===== src/rtl/mcp3202_spi_slave.sv =====
//-----------------------------------------------------------------------------
// mcp3202_spi_slave
//   SPI responder emulating an MCP3202 12-bit ADC. cs/sck/mosi are
//   oversampled with clk. The 4-bit command (START, SGL/DIFF, ODD/SIGN, MSBF)
//   is decoded, a 12-bit sample is latched from the fabric inputs on the MSBF
//   edge, and a null bit followed by B11..B0 is returned on miso.
//
//   Optional feature macro: MCP3202_SLV_LSBF_TAIL_EN
//     defined     : MSBF=0 frames append the B1..B11 LSB-first tail.
//     not defined : every frame sends zeros after B0.
//
// Parameters
//   SYNC_STAGES  synchronizer depth on cs/sck/mosi (2..4)
//   RST_MISO     miso level while idle or in reset
//
// Ports
//   clk, rst_n            system clock, async active-low reset
//   cs, sck, mosi         SPI from master (asynchronous to clk)
//   miso, miso_oe         response bit and its output enable
//   ch0_data, ch1_data    12-bit channel samples
//   smpl_stb              1-clk pulse when the sample is latched
//   cfg_sgl/odd/msbf      last fully decoded configuration
//   frame_done            1-clk pulse: frame ended after B0 was driven
//   frame_abort           1-clk pulse: frame ended before B0 was driven
//   busy                  synchronized cs is low
//-----------------------------------------------------------------------------
`timescale 1ns/1ps
module mcp3202_spi_slave #(
   parameter int   SYNC_STAGES = 2,
   parameter logic RST_MISO    = 1'b0
) (
   input  logic        clk,
   input  logic        rst_n,
   input  logic        cs,
   input  logic        sck,
   input  logic        mosi,
   output logic        miso,
   output logic        miso_oe,
   input  logic [11:0] ch0_data,
   input  logic [11:0] ch1_data,
   output logic        smpl_stb,
   output logic        cfg_sgl,
   output logic        cfg_odd,
   output logic        cfg_msbf,
   output logic        frame_done,
   output logic        frame_abort,
   output logic        busy
);

   typedef enum logic [2:0] {
      IDLE, WAIT_START, CFG, NULLB, DATA, TAIL_ZERO
`ifdef MCP3202_SLV_LSBF_TAIL_EN
      , TAIL_LSB
`endif
   } state_e;

   // ---------------------------------------------------------------- sync
   // cs/sck idle high, so their chains reset to 1 to avoid a false edge
   // when reset is released.
   logic [SYNC_STAGES-1:0] cs_sync_q, sck_sync_q, mosi_sync_q;
   // One extra flop past each chain: edges are formed from two fully
   // settled samples, never from the metastability-catching first stage.
   logic                   cs_prev_q, sck_prev_q;

   always_ff @(posedge clk or negedge rst_n) begin
      if (!rst_n) begin
         cs_sync_q   <= '1;
         sck_sync_q  <= '1;
         mosi_sync_q <= '0;
         cs_prev_q   <= 1'b1;
         sck_prev_q  <= 1'b1;
      end else begin
         cs_sync_q   <= {cs_sync_q[SYNC_STAGES-2:0], cs};
         sck_sync_q  <= {sck_sync_q[SYNC_STAGES-2:0], sck};
         mosi_sync_q <= {mosi_sync_q[SYNC_STAGES-2:0], mosi};
         cs_prev_q   <= cs_sync_q[SYNC_STAGES-1];
         sck_prev_q  <= sck_sync_q[SYNC_STAGES-1];
      end
   end

   logic cs_s, sck_s, mosi_s;
   logic cs_fall, cs_rise, sck_rise, sck_fall;

   assign cs_s   = cs_sync_q[SYNC_STAGES-1];
   assign sck_s  = sck_sync_q[SYNC_STAGES-1];
   assign mosi_s = mosi_sync_q[SYNC_STAGES-1];

   assign cs_fall  =  cs_prev_q & ~cs_s;
   assign cs_rise  = ~cs_prev_q &  cs_s;
   // Qualifying with cs_s low also makes a coincident cs rise win.
   assign sck_rise = ~sck_prev_q &  sck_s & ~cs_s;
   assign sck_fall =  sck_prev_q & ~sck_s & ~cs_s;

   // ---------------------------------------------------------------- state
   state_e      state_q, state_d;
   logic        miso_q, miso_d, oe_q, oe_d;
   logic [1:0]  cnt_q, cnt_d;
   logic [3:0]  idx_q, idx_d;
   logic        sgl_t_q, sgl_t_d, odd_t_q, odd_t_d;
   logic        cfg_sgl_q, cfg_sgl_d, cfg_odd_q, cfg_odd_d, cfg_msbf_q, cfg_msbf_d;
   logic [11:0] sample_q, sample_d;
   logic        stb_q, stb_d, done_q, done_d, abort_q, abort_d;
   logic        b0_q, b0_d;

   always_ff @(posedge clk or negedge rst_n) begin
      if (!rst_n) begin
         state_q    <= IDLE;
         miso_q     <= RST_MISO;
         oe_q       <= 1'b0;
         cnt_q      <= '0;
         idx_q      <= '0;
         sgl_t_q    <= 1'b0;
         odd_t_q    <= 1'b0;
         cfg_sgl_q  <= 1'b0;
         cfg_odd_q  <= 1'b0;
         cfg_msbf_q <= 1'b0;
         sample_q   <= '0;
         stb_q      <= 1'b0;
         done_q     <= 1'b0;
         abort_q    <= 1'b0;
         b0_q       <= 1'b0;
      end else begin
         state_q    <= state_d;
         miso_q     <= miso_d;
         oe_q       <= oe_d;
         cnt_q      <= cnt_d;
         idx_q      <= idx_d;
         sgl_t_q    <= sgl_t_d;
         odd_t_q    <= odd_t_d;
         cfg_sgl_q  <= cfg_sgl_d;
         cfg_odd_q  <= cfg_odd_d;
         cfg_msbf_q <= cfg_msbf_d;
         sample_q   <= sample_d;
         stb_q      <= stb_d;
         done_q     <= done_d;
         abort_q    <= abort_d;
         b0_q       <= b0_d;
      end
   end

   // ---------------------------------------------------------------- next state
   always_comb begin
      state_d = state_q;
      if (state_q != IDLE && cs_rise) begin
         state_d = IDLE;
      end else begin
         case (state_q)
            IDLE:       if (cs_fall) state_d = WAIT_START;
            WAIT_START: if (sck_rise && mosi_s) state_d = CFG;
            CFG:        if (sck_rise && cnt_q == 2'd2) state_d = NULLB;
            NULLB:      if (sck_fall) state_d = DATA;
            DATA: begin
               if (sck_fall && idx_q == 4'd0) begin
`ifdef MCP3202_SLV_LSBF_TAIL_EN
                  state_d = cfg_msbf_q ? TAIL_ZERO : TAIL_LSB;
`else
                  state_d = TAIL_ZERO;
`endif
               end
            end
`ifdef MCP3202_SLV_LSBF_TAIL_EN
            TAIL_LSB:   if (sck_fall && idx_q == 4'd11) state_d = TAIL_ZERO;
`endif
            default:    state_d = state_q;
         endcase
      end
   end

   // ---------------------------------------------------------------- sample select
   // Differential results are formed 13-bit signed; negatives clamp to zero.
   logic [12:0] diff;
   logic [11:0] smpl_new;

   always_comb begin
      if (odd_t_q) diff = {1'b0, ch1_data} - {1'b0, ch0_data};
      else         diff = {1'b0, ch0_data} - {1'b0, ch1_data};
      if (sgl_t_q) smpl_new = odd_t_q ? ch1_data : ch0_data;
      else         smpl_new = diff[12] ? 12'h000 : diff[11:0];
   end

   // ---------------------------------------------------------------- outputs
   always_comb begin
      miso_d     = miso_q;
      oe_d       = oe_q;
      cnt_d      = cnt_q;
      idx_d      = idx_q;
      sgl_t_d    = sgl_t_q;
      odd_t_d    = odd_t_q;
      cfg_sgl_d  = cfg_sgl_q;
      cfg_odd_d  = cfg_odd_q;
      cfg_msbf_d = cfg_msbf_q;
      sample_d   = sample_q;
      stb_d      = 1'b0;
      done_d     = 1'b0;
      abort_d    = 1'b0;
      b0_d       = b0_q;
      if (state_q != IDLE && cs_rise) begin
         oe_d    = 1'b0;
         miso_d  = RST_MISO;
         done_d  = b0_q;
         abort_d = ~b0_q;
      end else begin
         case (state_q)
            IDLE: begin
               if (cs_fall) begin
                  oe_d   = 1'b1;
                  miso_d = 1'b0;
                  b0_d   = 1'b0;
               end
            end
            WAIT_START: if (sck_rise && mosi_s) cnt_d = 2'd0;
            CFG: begin
               // SGL/ODD are staged so an aborted command leaves cfg_* intact.
               if (sck_rise) begin
                  cnt_d = cnt_q + 2'd1;
                  case (cnt_q)
                     2'd0:    sgl_t_d = mosi_s;
                     2'd1:    odd_t_d = mosi_s;
                     default: begin
                        cfg_sgl_d  = sgl_t_q;
                        cfg_odd_d  = odd_t_q;
                        cfg_msbf_d = mosi_s;
                        sample_d   = smpl_new;
                        stb_d      = 1'b1;
                     end
                  endcase
               end
            end
            NULLB: begin
               if (sck_fall) begin
                  miso_d = 1'b0;
                  idx_d  = 4'd11;
               end
            end
            DATA: begin
               if (sck_fall) begin
                  miso_d = sample_q[idx_q];
                  if (idx_q == 4'd0) begin
                     b0_d  = 1'b1;
                     idx_d = 4'd1;
                  end else begin
                     idx_d = idx_q - 4'd1;
                  end
               end
            end
`ifdef MCP3202_SLV_LSBF_TAIL_EN
            TAIL_LSB: begin
               if (sck_fall) begin
                  miso_d = sample_q[idx_q];
                  idx_d  = idx_q + 4'd1;
               end
            end
`endif
            TAIL_ZERO: if (sck_fall) miso_d = 1'b0;
            default: ;
         endcase
      end
   end

   assign miso        = miso_q;
   assign miso_oe     = oe_q;
   assign smpl_stb    = stb_q;
   assign cfg_sgl     = cfg_sgl_q;
   assign cfg_odd     = cfg_odd_q;
   assign cfg_msbf    = cfg_msbf_q;
   assign frame_done  = done_q;
   assign frame_abort = abort_q;
   assign busy        = ~cs_s;

endmodule


===== config.mk =====
export PLATFORM = sky130hd
export DESIGN_NAME = mcp3202_spi_slave
export DESIGN_NICKNAME = d
export VERILOG_FILES = /design/src/rtl/mcp3202_spi_slave.sv
export SDC_FILE = /design/constraint.sdc
export NUM_CORES = 1
export LEC_CHECK = 0
export CAP_MARGIN = 40
export CELL_PAD_IN_SITES_DETAIL_PLACEMENT = 0
export CELL_PAD_IN_SITES_GLOBAL_PLACEMENT = 1
export CORE_MARGIN = 2
export CORE_UTILIZATION = 35
export CTS_CLUSTER_SIZE = 8
export DETAILED_ROUTE_END_ITERATION = 12
export GPL_TIMING_DRIVEN = 0
export PLACE_DENSITY_LB_ADDON = 0.1
export SLEW_MARGIN = 20
export SYNTH_ARGS = -nofsm -noshare
export SYNTH_HDL_FRONTEND = slang
export SYNTH_SLANG_ARGS = --single-unit

===== constraint.sdc =====
create_clock -name clk -period 2.55 [get_ports clk]
set_input_delay 0.255 -clock clk [delete_from_list [all_inputs] [get_ports clk]]
set_output_delay 0.255 -clock clk [all_outputs]
set_load 0.1 [all_outputs]

==> impl_metrics.ini <==
[placed_design]
io_buffers = 37
gp_congestion = 0.845
hpwl_mm = 6.60
place_area_um2 = 3900

[yosys]
synth.most_common_cell = a21oi_1
synth.largest_area_cell = dfrtp_1
syn-cell-area_um2 = 3240
yosysWarnings = 0
synth_common_cells = a21oi_1 (49), o21ai_0 (43), nand2_1 (42), inv_1 (36), dfrtp_1 (34)
synth.net_count = 450
synth_area_leaders = dfrtp_1 (26%), ha_1 (10%), a21oi_1 (7.6%), o21ai_0 (6.6%), dfstp_2 (4.9%)
synth_seq_area_share_pct = 31.2
ys_ff_latch = 40
synthCells = 392
synthArstFlopShare_pct = 100
synth.top_cell.area_share_pct = 26.3
synth_edf_count = 0
dominantRegCellSynth = dfrtp_1
yosysUniqueCellTypes = 62
syn_avg_cell_area_um2 = 8.26

[layout]
fin_nets = 506
seq_area_um2 = 1010
final_area_um2 = 4090
multiInputGateArea_um2 = 2030
fill_cells = 937
diodes = 0
area_growth_pct = 26.2
postLayoutCoreUtil_pct = 44.8
layout-drive-gt1-share_pct = 13.1

[global_routing]
antenna_found_initial = 0
grt_max_degree = 24
grt_pass1_vias = 2752
grtUsageTotal_pct = 17.5
grt-ovfl-total = 0
grt_pass1_wl_mm = 14.0

[timing]
hold_violations = 0
setup_violations = 0
fmax_mhz = 416
hold-worst-slack_ns = 0.352
timing.final.crit_share_pct = 94.2
maxSlewHeadroom_pct = 56.1
tightest_slew_ns = 0.655
clock_skew_ns = 0.0107
min_period_ns = 2.40
slew_violations = 0

[power_and_ir_drop]
p_total_mw = 3.26
internal_power_mw = 1.88
p_sw_share_pct = 42.3
pwr-share-seq_pct = 30.5
powerDensity_nw_per_um2 = 797
switching_power_mw = 1.38
p_comb_share_pct = 50.9
peakVddDrop_mv = 0.448
power_leakage_nw = 1.80
clkPwrFrac_pct = 18.7

[detailed_routing]
drt_iter0_drc = 163
vias = 2936
first_pass_iters = 5
vias_per_cell = 5.24
drc = 0
wl_per_cell_um = 14.9
final_antenna_net_count = 0
totalWireLength_mm = 8.36

[clock_network]
cts_max_path_buffers = 2
cts.sinks = 40
clock_latency_ns = 0.30
cts_made_buffers = 5
cts_root_buf = clkbuf_8
clk_pin_slew_ns = 0.08
cts_tree = done
htree_num_levels = 2

[setup_path]
critical_path_required_ns = 2.78
critical_path_class = input pin to flip-flop
cp-end-kind = flip-flop
cp_slowest_cell = clkdlybuf4s50_1
crit_family = compound AO/OA/AOI/OAI gates
cp-start-kind = input pin
path_buf_inv = 3
crit_chain = clkdlybuf4s50_1 > inv_1 > ha_1 > nand2_2 > a2111oi_4 > a21oi_2 > a2111oi_4 > buf_4 > o21ai_0 > a21oi_1
crit_top_cell = a2111oi_4
ff2ff_setup_slack_ns = 0.27
cp_slowest_stage_delay_ns = 0.49
arrival_ns = 2.63
cp_max_fo = 7

[run_status]
status = finished, final reports clean

[worst_hold_path]
hold_path.class = flip-flop to flip-flop

[die]
rows = 35
core_area_um2 = 9110
initial_core_util_pct = 35.5
die_x_um = 100
io_pins = 38
dieArea_um2 = 10000
fp.dieH_um = 100

[run]
cap_violations = 0
path summary, 6_finish.rpt:
path / start / cells after the start / to
worst min register to register: mosi_sync_q[0]$_DFF_PN0_ / 0 / mosi_sync_q[1]$_DFF_PN0_
worst max-delay path: ch0_data[3] / 10 / sample_q[1]$_DFFE_PN0P_
worst max register to register: odd_t_q$_DFFE_PN0P_ / 7 / sample_q[7]$_DFFE_PN0P_
max in group asynchronous: rst_n / 3 / sgl_t_q$_DFFE_PN0P_
worst min-delay path: mosi_sync_q[0]$_DFF_PN0_ / 0 / mosi_sync_q[1]$_DFF_PN0_
min in group asynchronous: rst_n / 2 / miso_oe$_DFFE_PN0P_
routing by layer:
metal  track usage [%]  vias up  part of all wire [%]
met4              3.37        0                   1.1
met5                 0        -                     0
met2              25.0       55                    41
met3              2.58       12                   3.0
li1                  -     1499                     -
met1              27.9     1370                    55
layout by cell type, fill, tap and decap left out, types with 5 or more instances in the layout:
| cell type | Yosys | routed |
|---|---|---|
| and3_1 | 7 | 7 |
| mux2_2 | 5 | 5 |
| nor2_1 | 33 | 33 |
| nand3_1 | 5 | 5 |
| clkbuf_1 | 9 | 9 |
| mux2i_1 | 5 | 5 |
| xnor2_1 | 7 | 7 |
| ha_1 | 27 | 27 |
| clkbuf_8 | 0 | 5 |
| dfrtp_1 | 34 | 34 |
| buf_4 | 3 | 6 |
| a31oi_1 | 5 | 5 |
| inv_1 | 36 | 36 |
| o21ai_0 | 43 | 43 |
| clkdlybuf4s50_1 | 0 | 36 |
| a21oi_1 | 49 | 49 |
| buf_2 | 6 | 5 |
| buf_8 | 0 | 9 |
| nand2_1 | 42 | 41 |
| dfstp_2 | 6 | 6 |
registers in the layout, summed over array words and instances (netlist names), 2 cells and up:
| name | cells |
|---|---|
| cnt_q | 2 |
| cs_sync_q | 2 |
| idx_q | 4 |
| mosi_sync_q | 2 |
| sample_q | 12 |
| sck_sync_q | 2 |
| state_q | 3 |
power groups by stage:
stage	logic, mW	registers (mW)	clock network (mW)
CTS	1.65	0.991	0.622
finish	1.66	0.993	0.607
global route	1.83	1.02	0.649
global placement	1.56	0.999	0
detailed placement	1.63	1.00	0
floorplan	1.01	1.10	0
what timing repair did:
item,CTS,global route
endpoints found under the hold margin,11,0
endpoints found under the setup margin,5,10
resized for setup,1,7
buffers inserted,1,1
pin swaps,1,4
hold buffers,1,0
cell families after synthesis:
| family | synth area share [%] |
|---|---|
| xor+xnor | 1.89 |
| fa+ha+maj | 11.7 |
| compound gates | 25.9 |
| flops | 31.2 |
| simple gates | 16.7 |
| buf+inv | 6.96 |
| mux | 5.72 |
area by class of cell:
cell class,count,area share [%]
Buffer,17,2.14
Clock buffer,6,1.78
Clock inverter,2,1.47
Inverter,37,3.40
Multi-Input combinational cell,297,49.6
Sequential cell,40,24.7
Tap cell,111,3.40
Timing Repair Buffer,50,13.5
stage by stage:
| step | std cells | worst slack (ns) | setup TNS, ns |
|---|---|---|---|
| floorplan | 392 | 0.437 | 0 |
| global placement | 540 | -0.399 | -3.88 |
| detailed placement | 550 | -0.395 | -3.93 |
| CTS | 560 | 0.0422 | 0 |
| global route | 560 | -0.00457 | -0.00457 |
| finish | 560 | 0.148 | 0 |
Power figures use the tool's default switching activity.
